--- src/rtl/instr_mem_array.sv ---
// -----------------------------------------------------------------------------
// instr_mem_array
//
// Small synchronous instruction store placed between the instruction loader
// (which writes program words) and the fetch stage (which reads the word at
// the program pointer). DEPTH words of WIDTH bits, one shared word pointer,
// separate write and read strobes, and a registered read-data output.
//
// Ports (positional order):
//   data          output [WIDTH-1:0]  registered read data
//   pointer       input  [AW-1:0]     word address for both read and write
//   write_data    input               write strobe, active-high, level-sampled
//   read_data     input               read strobe, active-high, level-sampled
//   data_to_write input  [WIDTH-1:0]  write data, stored unmodified
//   reset         input               asynchronous active-low reset
//   clk           input               system clock, rising-edge
//   addr_err      output              (only with INSTR_MEM_ADDR_ERR_EN defined)
//                                     registered one-cycle flag for any sampled
//                                     access whose pointer is >= DEPTH
//
// Optional feature macro: INSTR_MEM_ADDR_ERR_EN
//
// Behaviour notes:
//   - reset low clears every word and the output register immediately and
//     keeps them cleared for as long as it stays low.
//   - Because both strobes share one pointer, a simultaneous read and write
//     always target the same word; the read returns the incoming write data
//     (write-first).
//   - Out-of-range writes modify nothing; out-of-range reads load data with 0.
//   - data holds its value on cycles without a read.
// -----------------------------------------------------------------------------
module instr_mem_array #(
  parameter int WIDTH = 26,
  parameter int DEPTH = 10,
  parameter int AW    = 4
) (
  output logic [WIDTH-1:0] data,
  input  logic [AW-1:0]    pointer,
  input  logic             write_data,
  input  logic             read_data,
  input  logic [WIDTH-1:0] data_to_write,
  input  logic             reset,
  input  logic             clk
`ifdef INSTR_MEM_ADDR_ERR_EN
  ,
  output logic             addr_err
`endif
);

  // One extra bit so that DEPTH == 2**AW is representable in the compare.
  localparam logic [AW:0] DEPTH_W = (AW+1)'(DEPTH);

  // Storage and output register.
  logic [WIDTH-1:0] mem_q [DEPTH];
  logic [WIDTH-1:0] mem_d [DEPTH];
  logic [WIDTH-1:0] data_q;
  logic [WIDTH-1:0] data_d;

  // Decoded request qualifiers.
  logic             in_range_s;
  logic             wr_ok_s;
  logic             rd_ok_s;
  logic [WIDTH-1:0] rd_word_s;

  // True when the pointer addresses an implemented word.
  function automatic logic ptr_in_range(input logic [AW-1:0] ptr);
    ptr_in_range = ({1'b0, ptr} < DEPTH_W);
  endfunction

  // Qualify the strobes with the address range check.
  always_comb begin
    in_range_s = ptr_in_range(pointer);
    wr_ok_s    = write_data & in_range_s;
    rd_ok_s    = read_data & in_range_s;
  end

  // Next-state of the storage array: only the addressed word may change.
  always_comb begin
    for (int i = 0; i < DEPTH; i++) begin
      if (wr_ok_s && (pointer == AW'(i))) begin
        mem_d[i] = data_to_write;
      end else begin
        mem_d[i] = mem_q[i];
      end
    end
  end

  // Read multiplexer over the current contents. Decoding by compare rather
  // than direct indexing keeps pointers beyond DEPTH from selecting anything.
  always_comb begin
    rd_word_s = {WIDTH{1'b0}};
    for (int i = 0; i < DEPTH; i++) begin
      if (pointer == AW'(i)) begin
        rd_word_s = mem_q[i];
      end else begin
        rd_word_s = rd_word_s;
      end
    end
  end

  // Output register next-state: write-first on a same-edge read and write,
  // zero for an out-of-range read, hold when no read is sampled.
  always_comb begin
    data_d = data_q;
    if (read_data) begin
      if (rd_ok_s) begin
        if (wr_ok_s) begin
          data_d = data_to_write;
        end else begin
          data_d = rd_word_s;
        end
      end else begin
        data_d = {WIDTH{1'b0}};
      end
    end else begin
      data_d = data_q;
    end
  end

  // Storage array registers with asynchronous clear.
  always_ff @(posedge clk or negedge reset) begin
    if (!reset) begin
      for (int i = 0; i < DEPTH; i++) begin
        mem_q[i] <= {WIDTH{1'b0}};
      end
    end else begin
      for (int i = 0; i < DEPTH; i++) begin
        mem_q[i] <= mem_d[i];
      end
    end
  end

  // Read-data output register with asynchronous clear.
  always_ff @(posedge clk or negedge reset) begin
    if (!reset) begin
      data_q <= {WIDTH{1'b0}};
    end else begin
      data_q <= data_d;
    end
  end

  assign data = data_q;

`ifdef INSTR_MEM_ADDR_ERR_EN
  logic addr_err_q;
  logic addr_err_d;

  // Flag any sampled access (read or write) to an unimplemented word.
  always_comb begin
    if ((read_data || write_data) && !in_range_s) begin
      addr_err_d = 1'b1;
    end else begin
      addr_err_d = 1'b0;
    end
  end

  // Address-error flag register; naturally pulses for a single cycle.
  always_ff @(posedge clk or negedge reset) begin
    if (!reset) begin
      addr_err_q <= 1'b0;
    end else begin
      addr_err_q <= addr_err_d;
    end
  end

  assign addr_err = addr_err_q;
`endif

endmodule

--- config.mk ---
export PLATFORM = sky130hd
export DESIGN_NAME = instr_mem_array
export DESIGN_NICKNAME = d
export VERILOG_FILES = /design/src/rtl/instr_mem_array.sv
export SDC_FILE = /design/constraint.sdc
export NUM_CORES = 1
export LEC_CHECK = 0
export CAP_MARGIN = 15
export CELL_PAD_IN_SITES_DETAIL_PLACEMENT = 0
export CELL_PAD_IN_SITES_GLOBAL_PLACEMENT = 1
export CORE_MARGIN = 5
export CORE_UTILIZATION = 50
export CTS_BUF_LIST = sky130_fd_sc_hd__clkbuf_4 sky130_fd_sc_hd__clkbuf_8 sky130_fd_sc_hd__clkbuf_16
export DETAILED_ROUTE_END_ITERATION = 12
export GPL_ROUTABILITY_DRIVEN = 1
export PLACE_DENSITY_LB_ADDON = 0.1
export SYNTH_ARGS = -nofsm -noshare
export SYNTH_HDL_FRONTEND = slang
export SYNTH_SLANG_ARGS = --single-unit
--- constraint.sdc ---
create_clock -name clk -period 1.8 [get_ports clk]
set_input_delay 0.54 -clock clk [delete_from_list [all_inputs] [get_ports clk]]
set_output_delay 0.54 -clock clk [all_outputs]
set_load 0.02 [all_outputs]
==> out/results.txt <==
The worst ir drop on vdd came out at 0.9474 mV. The number of distinct standard cells referenced by the synthesized netlist was 62; the number of pins exceeding their max-slew limit in the final report was 0. The tools report the endpoint class of the critical path as a primary output.

The worst setup timing slack at the placement stage was -0.5544 ns. The cell count of the worst hold path came out at 2. Clock tree synthesis inserted a total of 34 buffers. Max-cap violations in this run came to 0.

The synthesized design devotes to its leading area cell type 51.83% of total area. The worst setup slack after layout is 0.02285 ns, and the total inserted antenna cells is 0. Once the floorplan was initialized, standard cells occupied 50.95% of the core.

The overall power after layout came out at 18730 uW. Clock-pin slew was measured on the worst setup and hold paths at 0.06 ns. The initial antenna violation count is 0, and the largest fanout of any net on the critical path is 2. The clock period could shrink to 1.777 ns. Count of H-tree levels built during CTS: 2. The die is 176.2 um wide. Once placement completed, the tool counted placed cells totaling 1644. The first routing iteration left 835 violations. Summing over every cut layer, the via total after detailed routing is 10134. The number of enable-type register cells in the synthesized netlist works out to 0.

Between clock sinks in the finished design, the worst skew comes to 0.02216 ns. In this design, the stage delay of the slowest critical-path cell is 0.43 ns. 60 I/O pins were placed. The biggest area contributor in the post-synthesis netlist is dfrtp_1. Sorting the synthesized cells by area gives the leading types as dfrtp_1, mux2_2, o21ai_0. The placed standard-cell area is 0.01607 mm2. The accumulated negative setup slack came out at 0 ns. The critical path goes through clkdlybuf4s15_2. Summing all non-filler instances in the final layout gives an area of 0.01731 mm2. Master cell of the clock root buffer: clkbuf_16.

The floorplan has 60 rows. Summing the sequential cell areas from Yosys gives 51.83% of the chip area. The number of synthesized register bits is 286.

For this design the ratio of total power to cell area is 1082 mW/mm2. The total die area came out at 0.03104 mm2. The average instance in the mapped netlist occupies 12.06 um2. The first global-routing pass estimated 61700 um of wire. The critical path buffer and inverter count was 1; the overall routing resource usage was 25.50%. The clock reaches the later pin of the worst-skew pair after 0.51 ns. The via count of the first global-routing pass was 10201; the worst slew slack as a fraction of its limit was 66.12%. Count of antenna-violating nets left after detailed routing: 0. After detailed routing, the total wire length is 39430 um. Global routing finished with a remaining overflow of 0.

In this design, the largest share of critical-path delay is due to flip-flops. The die is 176.2 um tall. The total DRC errors in the routed layout is 0. After synthesis, the share of flip-flops with an asynchronous set or reset is 100.0%.

TritonCTS built the clock tree. The flow ran to the end, and the final reports show no timing, DRC or antenna violations. Timing would allow up to 0.5627 GHz. The number of gates on the worst path with buffers counted was 1. In the final routed layout, each cell accounts on average for 23.06 um.

Setup violations remaining at the end of the flow were counted as 0. Primary flip-flop cell chosen by synthesis mapping: dfrtp_1. The share of the clock period used by the worst path after layout works out to 98.73%. Before antenna repair, the detailed router went through 5 iterations. The logs give 1179 for the synthesized netlist net count and 1351 for the number of nets in the finished design. For this design the static power due to leakage is 0.007731 uW. Setup repair after global routing could not meet its margin everywhere. The fill cell instance count of the final layout came out at 2169. The tools report the synthesized netlist cell count as 1145.

The fraction of layout instances using a drive strength above 1 is 41.26%. The area growth from synthesis to layout is 25.35%. On the critical path, the stage with the largest delay is an instance of dfrtp_1. Class of the worst hold path: flip-flop to flip-flop. The number of sinks driven by the clock tree is 286, and the detailed-placement wirelength estimate is 26650 um. Counting cells, the worst reg-to-reg path comes to 5.

The total area inside the core boundary comes to 0.02710 mm2. The worst setup path is of the flip-flop to primary output kind. For the worst setup path, the data required time is 1.26 ns. The clock passes through at most 3 buffers. The startpoint type of the worst setup path was a flip-flop.

Leaving out filler cells and counting taps, the final layout contains 1710. Routability-driven placement finished with a final weighted congestion of 0.8472. The number of buffers inserted by port buffering came out at 59. After detailed routing, the number of vias per cell comes to 5.926. At the pin with the least slew margin, the transition time is 0.5071 ns.

For the final-report hold violation count, the log shows 0. Entering global routing, the biggest net connects 52 pins. For the worst endpoint data arrival time, the log shows 1.24 ns. The Yosys step of the flow raised 0 warnings. The cell area after synthesis was 0.01381 mm2.
[where the power goes]
group	switching, uW	internal, uW
registers	728	7850
logic	1440	1940
clock network	2610	4170
[per-stage QoR]
stage | hold slack [ns] | utilization, %
final | 0.4953 | 63.87
after global routing | 0.5018 | 63.87
after global placement | 0.4757 | 59.29
after CTS | 0.4979 | 63.32
after detailed placement | 0.4778 | 59.29
after floorplan | 0.2444 | -
[registers in the layout (all words and copies together) (netlist names)]
register,count
mem_q,260
data,26
[synthesized netlist by cell type (all sizes together) (9+ instances only)]
| cell | instances |
|---|---|
| o22ai | 9 |
| mux2 | 268 |
| nand2b | 20 |
| o221ai | 28 |
| o21ai | 66 |
| inv | 10 |
| nand3 | 12 |
| nor2 | 34 |
| mux2i | 15 |
| a22oi | 26 |
| o32ai | 11 |
| nand2 | 57 |
| nor2b | 21 |
| dfrtp | 286 |
| a21oi | 46 |
| clkbuf | 58 |
| buf | 55 |
| o211ai | 15 |
| a22o | 9 |
[cell usage in the layout (no fill, tap or decap), drive strengths merged, types with 26 or more instances in the layout]
master         instances
a21oi                 46
nor2                  34
buf                  191
dfrtp                286
clkbuf                51
clkdlybuf4s50         27
o21ai                 66
o221ai                28
nand2                 57
mux2                 268
a22oi                 26
[cell type report]
type | count | area, um2 | area share, %
Sequential cell | 286 | 7157 | 41.35
Multi-Input combinational cell | 736 | 6196 | 35.80
Timing Repair Buffer | 249 | 2341 | 13.52
Clock buffer | 48 | 1005 | 5.805
Tap cell | 372 | 465.4 | 2.689
Clock inverter | 9 | 103.9 | 0.6000
Inverter | 10 | 41.29 | 0.2385
[kinds of logic (layout without fill, tap and decap cells)]
family | after synthesis | after routing | share of synthesized area, %
flops | 286 | 286 | 51.83
mux | 283 | 283 | 22.94
compound gates | 270 | 270 | 13.65
simple gates | 183 | 183 | 7.023
buf+inv | 123 | 316 | 4.558
[worst paths after layout]
kind	endpoint	slack, ns	startpoint
worst min register to register	data[0]	0.50	data[0]
worst max register to register	data[24]	0.11	mem_q[206]
worst min-delay path	data[0]	0.50	data[0]
worst max-delay path	data[14]	0.02	data[14]
max in group asynchronous	mem_q[4]	0.55	reset
min in group asynchronous	mem_q[35]	0.53	reset
[worst register-to-register path, cell delays in order, from the launching register on]
cell	delay, ns
dfrtp_1	0.37
mux2_4	0.27
a222oi_1	0.33
o221ai_1	0.18
a221oi_1	0.29
o22ai_1	0.13
[routing by layer]
metal	GRT usage [%]	up-vias	wire length [um]
li1	-	4578	-
met1	38.14	5217	18230
met2	39.80	285	18230
met3	3.362	54	2223
met4	6.043	0	738
met5	0	-	0
[repair_timing]
| action | 4_1_cts | 5_1_grt |
|---|---|---|
| pin swaps | 0 | 2 |
| buffers inserted | 0 | 6 |
| resized for setup | 31 | 22 |
| hold endpoints to repair | 32 | 0 |
| gates cloned | 0 | 2 |
| endpoints found under the setup margin | 83 | 154 |
| hold buffers | 1 | 0 |
Note: power is estimated with default switching activity, not from simulation.
